$ cat src/rtl/fft_addr_gen.sv
// Radix-2 in-place FFT address generator: issues N/2 butterfly reads per level
// and replays the operand addresses as write addresses after the butterfly latency.
module fft_addr_gen #(
    parameter int FFT_SIZE     = 4096,
    parameter int BFLY_LATENCY = 6,
    localparam int LEVELS      = $clog2(FFT_SIZE),
    localparam int LW          = $clog2(LEVELS),
    localparam int AW          = LEVELS
) (
    input  logic          clk,
    input  logic          reset,
    input  logic          addr_gen_go,
    input  logic [LW-1:0] fft_level,
    output logic          addr_gen_busy,
    output logic          rd_en,
    output logic [AW-1:0] rd_addr_a,
    output logic [AW-1:0] rd_addr_b,
    output logic [AW-2:0] tw_addr,
    output logic          wr_en,
    output logic [AW-1:0] wr_addr_a,
    output logic [AW-1:0] wr_addr_b,
    output logic          fft_data_valid
);

    // state | meaning
    // IDLE  | waiting for addr_gen_go; earlier butterflies may still be draining
    // RUN   | one butterfly read issued per cycle, b = 0 .. N/2-1
    typedef enum logic {
        IDLE = 1'b0,
        RUN  = 1'b1
    } state_t;

    localparam logic [AW-2:0] B_LAST = (AW-1)'(FFT_SIZE / 2 - 1);

    state_t        state_q, state_d;
    logic [AW-2:0] b_q, b_d;
    logic [LW-1:0] lvl_q, lvl_d;

    logic [AW-1:0] b_ext;
    logic [AW-1:0] mask;
    logic [AW-1:0] hi_part;
    logic [AW-1:0] addr_a_raw;
    logic [AW-1:0] addr_b_raw;
    logic [LW-1:0] tw_shift;
    logic [AW-2:0] tw_raw;

    logic [BFLY_LATENCY-1:0] dl_v;
    logic [AW-1:0]           dl_a [BFLY_LATENCY];
    logic [AW-1:0]           dl_b [BFLY_LATENCY];

    always_ff @(posedge clk or negedge reset) begin
        if (!reset) begin
            state_q <= IDLE;
            b_q     <= '0;
            lvl_q   <= '0;
        end else begin
            state_q <= state_d;
            b_q     <= b_d;
            lvl_q   <= lvl_d;
        end
    end

    // A go seen while RUN is dropped; b holds at its last value once the level ends.
    always_comb begin
        state_d = state_q;
        b_d     = b_q;
        lvl_d   = lvl_q;
        case (state_q)
            IDLE: begin
                if (addr_gen_go) begin
                    state_d = RUN;
                    b_d     = '0;
                    lvl_d   = fft_level;
                end
            end
            RUN: begin
                if (b_q == B_LAST) begin
                    state_d = IDLE;
                end else begin
                    b_d = b_q + 1'b1;
                end
            end
            default: state_d = IDLE;
        endcase
    end

    assign addr_gen_busy = (state_q == RUN);
    assign rd_en         = addr_gen_busy;

    // Operand A inserts a zero bit at position L into b; operand B sets that bit.
    always_comb begin
        b_ext      = AW'(b_q);
        mask       = (AW'(1) << lvl_q) - AW'(1);
        hi_part    = (b_ext >> lvl_q) << lvl_q;
        addr_a_raw = (hi_part << 1) | (b_ext & mask);
        addr_b_raw = addr_a_raw + (AW'(1) << lvl_q);
        tw_shift   = LW'(LEVELS - 1) - lvl_q;
        tw_raw     = (b_q & mask[AW-2:0]) << tw_shift;
    end

    // Addresses are parked at zero whenever no read is being issued.
    assign rd_addr_a = rd_en ? addr_a_raw : '0;
    assign rd_addr_b = rd_en ? addr_b_raw : '0;
    assign tw_addr   = rd_en ? tw_raw     : '0;

    always_ff @(posedge clk or negedge reset) begin
        if (!reset) begin
            dl_v <= '0;
            for (int i = 0; i < BFLY_LATENCY; i++) begin
                dl_a[i] <= '0;
                dl_b[i] <= '0;
            end
        end else begin
            dl_v[0] <= rd_en;
            dl_a[0] <= rd_addr_a;
            dl_b[0] <= rd_addr_b;
            for (int i = 1; i < BFLY_LATENCY; i++) begin
                dl_v[i] <= dl_v[i-1];
                dl_a[i] <= dl_a[i-1];
                dl_b[i] <= dl_b[i-1];
            end
        end
    end

    assign wr_en          = dl_v[BFLY_LATENCY-1];
    assign wr_addr_a      = dl_a[BFLY_LATENCY-1];
    assign wr_addr_b      = dl_b[BFLY_LATENCY-1];
    assign fft_data_valid = rd_en | (|dl_v);

endmodule

$ cat config.mk
export PLATFORM = sky130hd
export DESIGN_NAME = fft_addr_gen
export DESIGN_NICKNAME = d
export VERILOG_FILES = /design/src/rtl/fft_addr_gen.sv
export SDC_FILE = /design/constraint.sdc
export NUM_CORES = 1
export LEC_CHECK = 0
export CORE_ASPECT_RATIO = 1.4
export CORE_UTILIZATION = 40
export CTS_BUF_LIST = sky130_fd_sc_hd__clkbuf_8
export CTS_CLUSTER_DIAMETER = 150
export DETAILED_ROUTE_END_ITERATION = 6
export PLACE_DENSITY = 0.63
export SYNTH_ARGS = -nofsm -noshare
export SYNTH_HDL_FRONTEND = slang
export SYNTH_SLANG_ARGS = --single-unit
$ cat constraint.sdc
create_clock -name clk -period 10.1 [get_ports clk]
set_clock_uncertainty 0.1 [all_clocks]
set_input_delay 1.01 -clock clk [delete_from_list [all_inputs] [get_ports clk]]
set_output_delay 1.01 -clock clk [all_outputs]
set_load 0.05 [all_outputs]
# == Yosys cells after proc, flatten, opt, wreduce, memory -nomap -nowiden ==
# Cells that the tools add are included.
# word_totals
regBits,166
input_bits,7
out_inout_bits,63
elab_cells,44
# classes
addsub,4
eq_ne,3
shifts,4
n_mux,9
bitwise,5
reduce_logical,3
# op_table
operator,n
2-to-1 mux 11 bit,3
2-to-1 mux 12 bit,2
one-hot mux 11 bit (2 select lines),1
adder 12 bit,1
AND 11 x 12 -> 12 bit,1
bitwise OR 12 bit,1
left shift 1 x 4 -> 12 bit (first input constant),1
left shift 12 x 4 -> 11 bit,1
right shift 11 x 4 -> 12 bit,1
subtractor 12 x 2 -> 12 bit (second input constant),1
adder 11 x 1 -> 11 bit (second input constant),1
AND 11 bit,1
== test 11 bit (second input constant),1
left shift 11 x 4 -> 11 bit,1
OR reduction 6 bit,1
!= test 2 bit (second input constant),2
AND reduction 2 bit,2
subtractor 4 bit (first input constant),1
2-to-1 mux 1 bit,2
one-hot mux 1 bit (2 select lines),1
inverter 1 bit,1
bitwise OR 1 bit,1

# == Longest topological paths before layout ==
# depth
depth_word,6
mapped_depth,21
ltp_nobuf,16

# == Worst setup path after synthesis ==
# Ideal clock, no wire load.
# synth_timing
path_kind,register to output
from,reg lvl_q[1]
to,out rd_addr_b[10]
arrival_ps,4613
t_required_ps,8990
setup_slack_ps,4377
path_stages_with_launch,19
path_buffers,5
cell_sequence,dfrtp_1 -> buf_2 -> buf_2 -> buf_2 -> buf_1 -> nor3_1 -> inv_1 -> ha_1 -> clkbuf_1 -> nor3_1 -> a21oi_1 -> o31ai_1 -> a21oi_1 -> o221ai_2 -> ha_1 -> or4_1 -> o221a_2 -> a31oi_1 -> mux2i_1
# synth_between
elab_chain_len,6
word_cells_on_any_way,8
classes_between,add/sub (2); shift (3); mux (1); bitwise (2)
# synth_rtl
element,line_no,rtl
"start, declared",37,"logic [LW-1:0] lvl_q, lvl_d;"
"start signal, assigned",59,lvl_q <= lvl_d;
left shift 1 x 4 -> 12 bit,"93, 96",
subtractor 12 x 2 -> 12 bit,93,mask = (AW'(1) << lvl_q) - AW'(1);
AND 11 x 12 -> 12 bit,95,addr_a_raw = (hi_part << 1) | (b_ext & mask);
bitwise OR 12 bit,95,
adder 12 bit *,96,addr_b_raw = addr_a_raw + (AW'(1) << lvl_q);
2-to-1 mux 12 bit *,103,assign rd_addr_b = rd_en ? addr_b_raw : '0;
"end, declared",17,"output logic [AW-1:0] rd_addr_b,"
# Mark *: on every way between the ends. The rest lies on a longest branch, timed or not.

# == Worst setup path after layout ==
# layout_timing
from,reg lvl_q[0]
to,out rd_addr_b[11]
# Same word-level chain as after synthesis.

==> results.sh <==
export IMPL_hold_path_class="reg -> reg"
export IMPL_transition_time_at_the_pin_with_the_least_slew_margin_ns=0.9861
export IMPL_type_of_element_launching_the_critical_path="register"
export IMPL_max_cap_viol_count=0
export IMPL_cts_inserted_buffers=17
export IMPL_top_signal_layer_used="met4"
export IMPL_drtIter0Drc=385
export IMPL_yosys_warnings=0
export IMPL_critPathCaptureType="output port"
export IMPL_timing_critical_path_fanout_max=17
export IMPL_synth_cells_most_frequent="dfrtp_1, nor2_1, nand2_1, buf_4, nor3_1"
export IMPL_outcome="complete, but fails checks"
export IMPL_cts_root_to_sink_buffers=2
export IMPL_drive_above_1_share_pct=9.325
export IMPL_final_max_slew_viol_count=0
export IMPL_worst_r2r_startpoint="lvl_q[0]"
export IMPL_min_period_ns=6.660
export IMPL_core_region_area_sq_mm=0.01668
export IMPL_power_density_mw_per_mm2=313.9
export IMPL_vias=4462
export IMPL_ys_types=67
export IMPL_io_pins=70
export IMPL_synth_top_cells_by_area="dfrtp_1, buf_4, ha_1, nor2_1, nand2_1"
export IMPL_die_h_um=156.4
export IMPL_grt_pass1_vias=4480
export IMPL_fin_crit_sh_pct=65.94
export IMPL_crit_type="reg -> out"
export IMPL_slew_headroom_pct=34.26
export IMPL_grt_total_usage_pct=18.66
export IMPL_post_synth_top_count_cell="dfrtp_1"
export IMPL_drc=7
export IMPL_inserted_diodes=0
export IMPL_multi_input_area_sq_mm=0.002232
export IMPL_hold_path_cell_count=0
export IMPL_regToRegEndpoint="dl_b[71]"
export IMPL_die_area_sq_mm=0.01757
export IMPL_r2r_cells=14
export IMPL_routed_wire_length_per_instance_um=18.59
export IMPL_wl_met3_um=681
export IMPL_synth_seq_cells=166
export IMPL_synthesis_area_sq_mm=0.006813
export IMPL_fillCellCount=1519
export IMPL_post_cts_setup_buffer_count=0
export IMPL_finalNetCount=632
export IMPL_timing_critical_path_arrival_ns=5.55
export IMPL_cts_hold_fix_buffers=0
export IMPL_die_x_um=112.3
export IMPL_ant_nets=0
export IMPL_gp_congestion=0.8818
export IMPL_grt_antenna_before_repair=0
export IMPL_avgSynthCellArea_sq_um=11.83
export IMPL_violations_in_the_final_reports="design-rule violations"
export IMPL_grt_pass1_wl_um=24580
export IMPL_final_total_power_uw=2470
export IMPL_finalSetupTns_ns=0
export IMPL_setup_reg_to_reg_worst_slack_ns=5.64
export IMPL_cts_reportedPaths_clkPinSlew_ns=0.09
export IMPL_cts_num_sinks=166
export IMPL_synth_largest_area_cell="dfrtp_1"
export IMPL_std_cell_rows=56
export IMPL_detailedPlacementHpwl_um=10770
export IMPL_globalRoute_totalOverflow=0
export IMPL_postLayoutCoreUtil_pct=47.18
export IMPL_hold_path_endpoint="dl_b[39]"
export IMPL_achievable_frequency_ghz=0.1501
export IMPL_port_buffers=69
export IMPL_cts_root_buffer_cell="clkbuf_8"
export IMPL_postCtsResizedCells=0
export IMPL_routedLengthMet1_um=5979
export IMPL_layout_area_overhead_vs_synth_pct=15.48
export IMPL_synth_main_ff_cell="dfrtp_1"
export IMPL_leakage_uw=0.003443
export IMPL_layout_area_seq_sq_mm=0.004154
export IMPL_synth_net_count=599
export IMPL_tritoncts_clock_tree="done"
export IMPL_grt_setup_unrepaired="false"
export IMPL_vias_per_cell=5.408
export IMPL_wirelength_um=15330
export IMPL_grt_max_degree=86
export IMPL_dr_pass1_iters=7
export IMPL_synth_edff_count=0
export IMPL_netlist_area_leader_share_pct=60.97
export IMPL_clkLatencyLatePin_ns=0.44
export IMPL_timing_hold_violations_final=0
export IMPL_timing_final_setup_violations=0
export IMPL_async_flop_share_pct=100.0
export IMPL_sequential_element_share_of_the_synthesized_area_pct=60.97
export IMPL_hold_path_startpoint="dl_b[51]"
export IMPL_synthCells=576
export IMPL_crit_required_ns=8.99
export IMPL_dr_wl_met2_um=7989
export IMPL_start_util_pct=40.85
export IMPL_h_tree_depth=4
export IMPL_largest_vdd_supply_drop_uv=99.62
==> routing by layer <==
| metal | track usage [%] | vias up |
|---|---|---|
| met4 | 10.35 | 0 |
| met3 | 3.950 | 43 |
| met2 | 32.62 | 151 |
| li1 | - | 2040 |
| met1 | 21.28 | 2228 |
| met5 | 0 | - |
==> worst max path at each step <==
| stage | from | end | slack, ns |
|---|---|---|---|
| 2_1_floorplan | lvl_q[1] | rd_addr_b[10] | 4.38 |
| 3_3_place_gp | lvl_q[0] | rd_addr_b[10] | 3.90 |
| 3_5_place_dp | lvl_q[0] | rd_addr_b[10] | 3.97 |
| 4_1_cts | lvl_q[0] | rd_addr_b[10] | 3.43 |
| 5_1_grt | lvl_q[0] | rd_addr_b[11] | 3.09 |
| 6_report | lvl_q[0] | rd_addr_b[11] | 3.44 |
==> sequential cells by signal (all words and copies together) (netlist names) <==
register	count
b_q	11
dl_b	60
addr_gen_busy	1
dl_v	6
lvl_q	4
wr_addr_a	12
dl_a	60
wr_addr_b	12
==> stage by stage <==
step                      setup slack (ns)  area, sq um  std cells  hold slack (ns)
after floorplan                      4.377         6813        576           0.2312
after global placement               3.899         7445        793           0.2311
after detailed placement             3.965         7445        793           0.2347
after CTS                            3.428         7868        825           0.2446
after global routing                 3.091         7868        825           0.2486
final                                3.440         7868        825           0.2441
==> power by group <==
part | internal (uW) | switching (uW)
logic | 320 | 661
clock network | 242 | 241
registers | 906 | 100
==> final cells by class <==
type	count	area share, %
Multi-Input combinational cell	331	28.37
Tap cell	203	3.228
Clock inverter	13	2.052
Inverter	18	0.8588
Timing Repair Buffer	75	9.367
Sequential cell	166	52.80
Clock buffer	19	3.324
==> kinds of logic after synthesis <==
family / after synthesis / share of synthesized area [%]
buffers and inverters: 79 / 6.263
muxes: 22 / 4.298
other: 1 / 0.05504
AOI/OAI and AO/OA: 109 / 11.17
xor gates and xnor gates: 15 / 1.928
DFF: 166 / 60.97
adders and majority gates: 16 / 3.049
and+or+nand+nor: 168 / 12.27
==> critical path, stage by stage, from the launching register on <==
cell and delay [ns]:
dfrtp_1 0.36, clkinv_1 0.46, nor2_1 0.53, nand2_1 0.21, ha_1 0.41, nor4bb_1 0.34, a31oi_1 0.08, o22ai_1 0.55
a22oi_1 0.19, o21ai_1 0.18, ha_1 0.24, nor2_1 0.06, a311oi_1 0.31, xor2_1 0.11, nor2_1 0.21, clkdlybuf4s50_1 0.85
==> placed cells by master (no fill, tap or decap), drive strengths merged, types with 6 or more instances in the layout <==
cell and instances:
nand3 7, o21ai 20, ha 15, mux2i 12, nor3 25, nor2b 9, a21oi 23, dfrtp 166
o22ai 7, o211ai 7, clkbuf 19, nor2 42, xnor2 9, xor2 6, buf 7, inv 22
nand2 41, and2 13, clkdlybuf4s50 68
No activity file was read; power rests on OpenSTA's default activity.
